File: config.mk
export PLATFORM = sky130hd
export DESIGN_NAME = uart_rx
export DESIGN_NICKNAME = d
export VERILOG_FILES = /design/src/rtl/soc_uart_pkg.sv /design/src/rtl/uart_rx_sync.sv /design/src/rtl/uart_rx.sv
export SDC_FILE = /design/constraint.sdc
export NUM_CORES = 1
export LEC_CHECK = 0
export ABC_CLOCK_PERIOD_IN_PS = 3950
export CAP_MARGIN = 20
export CORE_MARGIN = 1.5
export CORE_UTILIZATION = 60
export CTS_BUF_LIST = sky130_fd_sc_hd__clkbuf_16
export CTS_CLUSTER_DIAMETER = 150
export DETAILED_ROUTE_END_ITERATION = 8
export PLACE_DENSITY_LB_ADDON = 0.2
export SLEW_MARGIN = 25
export SYNTH_ARGS = -nofsm -noshare
export SYNTH_HDL_FRONTEND = slang
export SYNTH_SLANG_ARGS = --single-unit
File: constraint.sdc
create_clock -name CLK -period 3.95 [get_ports CLK]
set_input_delay 0.79 -clock CLK [delete_from_list [all_inputs] [get_ports CLK]]
set_output_delay 0.79 -clock CLK [all_outputs]
set_load 0.05 [all_outputs]
File: src/rtl/soc_uart_pkg.sv
// Shared UART definitions for the SOC transmitter and receiver.
// Holds frame constants and the receiver state encoding.
package soc_uart_pkg;

  localparam int   UART_DATA_BITS  = 8;
  localparam logic UART_IDLE_LEVEL = 1'b1;

  typedef enum logic [2:0] {
    RX_IDLE,
    RX_START,
    RX_DATA,
    RX_PARITY,
    RX_STOP
  } uart_rx_state_t;

endpackage

File: src/rtl/uart_rx_sync.sv
// RXD synchronizer: two metastability flops, a third for edge history,
// and a registered falling-edge pulse. Flops reset to the idle level.
module uart_rx_sync
  import soc_uart_pkg::*;
(
  input  logic clk,
  input  logic rst,
  input  logic rxd,
  output logic line,
  output logic fall
);

  logic [2:0] sr;

  always_ff @(posedge clk or posedge rst) begin
    if (rst) begin
      sr   <= {3{UART_IDLE_LEVEL}};
      fall <= 1'b0;
    end else begin
      sr   <= {sr[1:0], rxd};
      fall <= sr[2] & ~sr[1];
    end
  end

  assign line = sr[2];

endmodule

File: src/rtl/uart_rx.sv
// 8N1 UART receiver with valid/ready output and sticky overrun flag.
// Define UART_RX_PARITY_EN to add an even-parity bit after the data.
module uart_rx
  import soc_uart_pkg::*;
#(
  parameter int CLK_FREQ_HZ = 50_000_000,
  parameter int BAUD_RATE   = 115200
) (
  input  logic                      CLK,
  input  logic                      RESET,
  input  logic                      RXD,
  output logic [UART_DATA_BITS-1:0] rx_data,
  output logic                      rx_valid,
  input  logic                      rx_ready,
  output logic                      rx_busy,
  output logic                      rx_frame_err,
  output logic                      rx_parity_err,
  output logic                      rx_overrun
);

  localparam int DIV  = CLK_FREQ_HZ / BAUD_RATE;
  localparam int HALF = DIV / 2;
  localparam int CW   = $clog2(DIV);

  localparam logic [CW-1:0] LD_HALF = CW'(HALF - 1);
  localparam logic [CW-1:0] LD_FULL = CW'(DIV - 1);
  localparam logic [2:0]    LAST    = 3'(UART_DATA_BITS - 1);

  if (DIV < 4) begin : g_div_check
    $error("uart_rx: CLK_FREQ_HZ / BAUD_RATE must be at least 4");
  end

  logic line;
  logic fall;

  uart_rx_sync u_sync (
    .clk  (CLK),
    .rst  (RESET),
    .rxd  (RXD),
    .line (line),
    .fall (fall)
  );

  uart_rx_state_t            state, state_n;
  logic [CW-1:0]             cnt, cnt_n;
  logic [2:0]                idx, idx_n;
  logic [UART_DATA_BITS-1:0] shreg, shreg_n;
  logic                      sample;
  logic                      deliver;
  logic                      frame_err_n;
`ifdef UART_RX_PARITY_EN
  logic                      par_bad, par_bad_n;
  logic                      parity_err_n;
`endif

  assign sample  = (cnt == '0);
  assign rx_busy = (state != RX_IDLE);

  always_ff @(posedge CLK or posedge RESET) begin
    if (RESET) begin
      state   <= RX_IDLE;
      cnt     <= '0;
      idx     <= '0;
      shreg   <= '0;
`ifdef UART_RX_PARITY_EN
      par_bad <= 1'b0;
`endif
    end else begin
      state   <= state_n;
      cnt     <= cnt_n;
      idx     <= idx_n;
      shreg   <= shreg_n;
`ifdef UART_RX_PARITY_EN
      par_bad <= par_bad_n;
`endif
    end
  end

  always_comb begin
    state_n      = state;
    cnt_n        = cnt - CW'(1);
    idx_n        = idx;
    shreg_n      = shreg;
    deliver      = 1'b0;
    frame_err_n  = 1'b0;
`ifdef UART_RX_PARITY_EN
    par_bad_n    = par_bad;
    parity_err_n = 1'b0;
`endif
    unique case (state)
      RX_IDLE: begin
        cnt_n = cnt;
        if (fall) begin
          state_n = RX_START;
          cnt_n   = LD_HALF;
        end
      end
      RX_START: if (sample) begin
        // a start bit that is high again at mid-bit was only a glitch
        if (line == UART_IDLE_LEVEL) begin
          state_n = RX_IDLE;
        end else begin
          state_n = RX_DATA;
          cnt_n   = LD_FULL;
          idx_n   = '0;
        end
      end
      RX_DATA: if (sample) begin
        shreg_n = {line, shreg[UART_DATA_BITS-1:1]};
        cnt_n   = LD_FULL;
        idx_n   = idx + 3'd1;
        if (idx == LAST) begin
`ifdef UART_RX_PARITY_EN
          state_n = RX_PARITY;
`else
          state_n = RX_STOP;
`endif
        end
      end
`ifdef UART_RX_PARITY_EN
      RX_PARITY: if (sample) begin
        par_bad_n = line ^ (^shreg);
        cnt_n     = LD_FULL;
        state_n   = RX_STOP;
      end
`endif
      RX_STOP: if (sample) begin
        state_n = RX_IDLE;
        if (line != UART_IDLE_LEVEL) begin
          frame_err_n = 1'b1;
`ifdef UART_RX_PARITY_EN
        end else if (par_bad) begin
          parity_err_n = 1'b1;
`endif
        end else begin
          deliver = 1'b1;
        end
      end
      default: state_n = RX_IDLE;
    endcase
  end

  logic xfer;
  assign xfer = rx_valid & rx_ready;

  always_ff @(posedge CLK or posedge RESET) begin
    if (RESET) begin
      rx_data      <= '0;
      rx_valid     <= 1'b0;
      rx_overrun   <= 1'b0;
      rx_frame_err <= 1'b0;
    end else begin
      rx_frame_err <= frame_err_n;
      // a byte lands only if the holding register is free this cycle
      if (deliver && (!rx_valid || rx_ready)) begin
        rx_data  <= shreg;
        rx_valid <= 1'b1;
      end else if (xfer) begin
        rx_valid <= 1'b0;
      end
      if (deliver && rx_valid && !rx_ready) begin
        rx_overrun <= 1'b1;
      end else if (xfer) begin
        rx_overrun <= 1'b0;
      end
    end
  end

`ifdef UART_RX_PARITY_EN
  always_ff @(posedge CLK or posedge RESET) begin
    if (RESET) begin
      rx_parity_err <= 1'b0;
    end else begin
      rx_parity_err <= parity_err_n;
    end
  end
`else
  assign rx_parity_err = 1'b0;
`endif

endmodule

==> After elaboration in Yosys (flattened, before gate mapping) <==
Cells that the tools add are included.
{ "totals": {"regBits": 38, "in_bits": 4, "output_inout_bits": 13, "word_cells": 65} }
{ "classes": {"add_sub_neg": 2, "n_eq_ne": 10, "n_mux": 25, "bitwise_logic": 3, "n_reduce_logical": 15} }
{ "ops": {"columns": ["operator", "count"], "rows": [
  ["$mux W9", 4],
  ["$pmux W9 S3", 1],
  ["$mux W3", 8],
  ["$pmux W3 S4", 1],
  ["$ne A2 B2 Y1 const B", 5],
  ["$logic_not A9 Y1", 1],
  ["$mux W1", 9],
  ["$sub A9 B1 Y9 const B", 1],
  ["$eq A3 B3 Y1 const B", 2],
  ["$pmux W3 S2", 1],
  ["$reduce_bool A2 Y1", 3],
  ["$reduce_and A5 Y1", 1],
  ["$reduce_and A4 Y1", 1],
  ["$add A3 B1 Y3 const B", 1],
  ["$eq A3 B1 Y1 const B", 1],
  ["$eq A3 B2 Y1 const B", 1],
  ["$logic_and A1 B1 Y1", 3],
  ["$logic_not A3 Y1", 1],
  ["$reduce_bool A3 Y1", 1],
  ["$and A1 B1 Y1", 2],
  ["$logic_not A1 Y1", 2],
  ["$mux W2", 1],
  ["$ne A2 B1 Y1 const B", 1],
  ["$reduce_and A2 Y1", 1],
  ["other kinds (2)", 2]
]} }

==> Logic depth before layout (Yosys ltp) <==
{ "depth": {"depth_word": 6, "ltp_mapped": 7, "depth_no_buf": 6} }

==> Hierarchy <==
Synthesis repeated with hierarchy kept, for this count alone.
{ "hier_totals": {"hier_cells": 155, "hier_area_um2": 1778.0} }
{ "modules_own_cells": {"columns": ["module", "instances", "cells_each", "area_each_um2", "seq_area_each_um2"], "rows": [
  ["uart_rx", 1, 149, 1656.6, 850.8],
  ["uart_rx_sync", 1, 6, 121.4, 103.8]
]} }

==> Least setup slack after synthesis <==
OpenSTA, ideal clock, no wires.
{ "synth_path": {"kind": "reg2reg", "from": "reg cnt[0]", "to": "reg rx_data[0]", "setup_ns": 0.125, "arrival_time_ns": 1.781, "t_required_ns": 3.825, "slack_ns": 2.044, "stages_incl_launch_ff": 7, "n_path_buf": 0, "synth_period_minus_slack_ns": 1.906, "cell_sequence": "dfrtp_1 -> inv_1 -> ha_1 -> nor3b_2 -> nand4_2 -> a21oi_4 -> mux2_2"} }
{ "synth_between": {"elab_chain_cells": 4} }
{ "synth_lines": {"columns": ["element", "line_no", "rtl"], "rows": [
  ["start, declared", "uart_rx.sv:45", "logic [CW-1:0] cnt, cnt_n;"],
  ["start signal, assigned", "uart_rx.sv:70", "cnt <= cnt_n;"],
  ["$logic_not A9 Y1", "uart_rx.sv:56", "assign sample = (cnt == '0);"],
  ["$mux W1", "uart_rx.sv:127", "RX_STOP: if (sample) begin"],
  ["$mux W1", "uart_rx.sv:90", "unique case (state)"],
  ["$logic_and A1 B1 Y1", "uart_rx.sv:155", "if (deliver && (!rx_valid || rx_ready)) begin"],
  ["end signal, assigned", "uart_rx.sv:156", "rx_data <= shreg;"],
  ["end, declared", "uart_rx.sv:12", "output logic [UART_DATA_BITS-1:0] rx_data,"]
]} }
No other way between the ends.
A chain may end at the register's enable or synchronous reset.

==> Worst setup path in the final report <==
{ "layout_path": {"from": "reg state[0]", "to": "out rx_busy"} }
{ "layout_between": {"elab_chain_cells": 1} }
{ "layout_lines": {"columns": ["element", "line_no", "rtl"], "rows": [
  ["start, declared", "uart_rx.sv:44", "uart_rx_state_t state, state_n;"],
  ["start signal, assigned", "uart_rx.sv:69", "state <= state_n;"],
  ["$reduce_bool A3 Y1", "uart_rx.sv:57", "assign rx_busy = (state != RX_IDLE);"],
  ["end, declared", "uart_rx.sv:15", "output logic rx_busy,"]
]} }
No other way between the ends.

==> impl_metrics.toml <==
[outcome]
status = "finished clean"

[clock_network]
path_clk_slew_ns = 0.05
clock_path_buffers = 2
clkLatencyLatePin_ns = 0.28
clock-sinks = 38
cts_tree = "built"
cts_buffers = 5
cts_resized = 0
htreeDepth = 2
cts_hold_buf = 0
postCtsSetupRepairBufs = 0
root_buffer = "clkbuf_16"

[cells_and_area]
drive_gt1_frac = 0.194
finalNetCount = 176
area_delta_synth_final_pct = 18.1
layoutNonFillerInstCount = 201
utilization = 0.741
seqCellArea_um2 = 955
n_antenna_cell = 0
multiInputGateArea_um2 = 709
n_fill_cell = 185

[setup_path]
crit_required_ns = 3.16
cp_max_fo = 11
crit_buf_inv = 2
reg2reg_slack_ns = 1.46
max_stage_delay_ns = 0.73
crit_family = "buffers and inverters"
crit_chain = "nor3_4 -> inv_2 -> clkdlybuf4s50_1"
setup.worst_path.end_class = "output pin"
cp.arrival_ns = 2.07
slowest_stage = "clkdlybuf4s50_1"
worstSetupStartpointType = "flip-flop"
critical_path_class = "reg2out"

[floorplan]
ios = 17
rows = 19
dieWidth_um = 56.5
core_area_um2 = 2730
dieArea_um2 = 3190
start_util = 0.628
die_y_um = 56.5

[route]
ant_nets = 0
viasPerCell = 6.04
drt-initial-drc-count = 59
wl_per_cell_um = 16.7
drc = 0
first_pass_iters = 4
wl_um = 3370
vias = 1215

[yosys]
synth_top_family_by_area = "simple AND/OR/NAND/NOR gates"
syn_inst = 150
syn_nets = 157
synth.ff_latch_count = 38
synth-compound-area-share = 0.113
synth_fa_ha_area_frac = 0.0219
synth_most_common_cell = "dfrtp_1"
ys_types = 38
synth_edf_count = 0
async_flop_share = 1.00
synth_area_leader_cell = "dfrtp_1"
synthMuxAreaShare = 0.112
yosys.area_share.simple = 0.165
syn_avg_cell_area_um2 = 11.4
ys.warnings.count = 0
synth_area_leaders = "dfrtp_1 (51%), mux2_2 (11%), dfstp_2 (4.6%)"
yosys-top-cells-count = "dfrtp_1 (35), mux2_2 (17), nor2_1 (14)"
synthXorXnorAreaFrac = 0
synth_area_um2 = 1720
ys_seq_area_frac = 0.556
synth_top_area_share = 0.510
synth-main-ff-cell = "dfrtp_1"

[timing]
rsz0062_at_grt = "no"
fin_crit_sh = 0.723
setup_tns_ns = 0
max_freq_ghz = 0.350
clock_skew_ns = 0.00638
setup_viol = 0
tightest_slew_ns = 0.842
slew_headroom = 0.437
fin_crit_ns = 2.86
finalMaxSlewViolations = 0
final-hold-violation-count = 0

[global_route]
antenna_found_initial = 0
grt.overflow.total = 0
grt_max_degree = 39
grt_pass1_vias = 1176
gr-usage-all-layers = 0.238
grt_pass1_wl_um = 5730

[pwr]
max-vdd-ir-drop_mv = 0.592
p_leak_nw = 0.937
cellPowerDensity_nw_per_um2 = 550

[worst_hold_path]
min_path_type = "reg2reg"

[flow_run]
cap_violations = 0

[placement]
dp_hpwl_um = 2220
post-place-cells = 193
portBuffers = 15
globalplace.congestion = 0.917
==> power by group <==
group	leakage (nW)	switching (mW)	internal [mW]
logic	0.367	0.150	0.0931
registers	0.496	0.0676	0.441
clock network	0.0738	0.137	0.226
==> worst paths after layout <==
check                             start      endpoint  depth (start not counted)
hold reg to reg            u_sync.sr[0]  u_sync.sr[1]                          0
min in group asynchronous         RESET      shreg[7]                          3
max in group asynchronous         RESET  u_sync.sr[0]                          3
setup / recovery               state[0]       rx_busy                          3
hold / removal             u_sync.sr[0]  u_sync.sr[1]                          0
setup reg to reg                 cnt[0]      shreg[2]                          6
==> cell families after synthesis <==
| group | count (synthesis) |
|---|---|
| AND/OR/NAND/NOR | 50 |
| adder cells (fa/ha/maj) | 3 |
| buffers and inverters | 12 |
| multiplexers | 17 |
| AO/OA/AOI/OAI | 29 |
| other | 1 |
| flip-flops | 38 |
==> cells in the final DEF, fill, tap and decap left out, drive strengths merged <==
master         instances
dfrtp                 35
mux2                  17
clkdlybuf4s50         15
nor2                  14
inv                   10
a21oi                  8
nand3                  7
nand2                  7
o21ai                  7
clkbuf                 5
nand4                  5
nand2b                 3
a31oi                  3
nor4                   3
ha                     3
dfstp                  3
a22o                   2
or3                    2
o31ai                  2
nor2b                  2
nor3                   2
and3                   2
nor3b                  1
o21a                   1
nor4b                  1
a21o                   1
a2111oi                1
and4bb                 1
o211ai                 1
o31a                   1
o22ai                  1
o211a                  1
conb                   1
clkinv                 1
buf                    1
==> final cells by class <==
class                      count  share of cell area
multi-input combinational    100               0.350
tap                           31              0.0191
clock inverter                 3             0.00556
sequential                    38               0.471
timing repair buffer          16              0.0778
clock buffer                   5              0.0617
inverter                       8              0.0148
==> sequential cells by signal, indices dropped and copies added (netlist names) <==
signal,flops
rx_valid,1
idx,3
rx_overrun,1
rx_data,8
cnt,9
u_sync.fall,1
u_sync.sr,3
state,3
shreg,8
rx_frame_err,1
==> worst register-to-register path: stages (launching register included) <==
cell and delay (ns):
dfrtp_1 0.43, inv_1 0.08, ha_1 0.20, nor4b_1 0.41, nand3_1 0.16, nor2_1 0.67
mux2_2 0.43
==> per-layer routing <==
metal,up-vias,global-route usage,routed length (µm)
met4,0,0.0816,51
li1,576,-,-
met2,35,0.379,1670
met5,-,0,0
met1,598,0.318,1480
met3,6,0.0622,164
==> metrics by stage <==
stage | area (µm²) | power (mW) | hold slack [ns] | worst slack [ns]
5_1_grt | 2030 | 1.17 | 0.358 | 0.969
3_3_place_gp | 1890 | 0.740 | 0.346 | 1.44
6_report | 2030 | 1.12 | 0.354 | 1.09
4_1_cts | 2030 | 1.12 | 0.356 | 1.10
3_5_place_dp | 1890 | 0.750 | 0.349 | 1.41
2_1_floorplan | 1720 | 0.685 | 0.345 | 2.04
(Power assumes the default switching activity.)
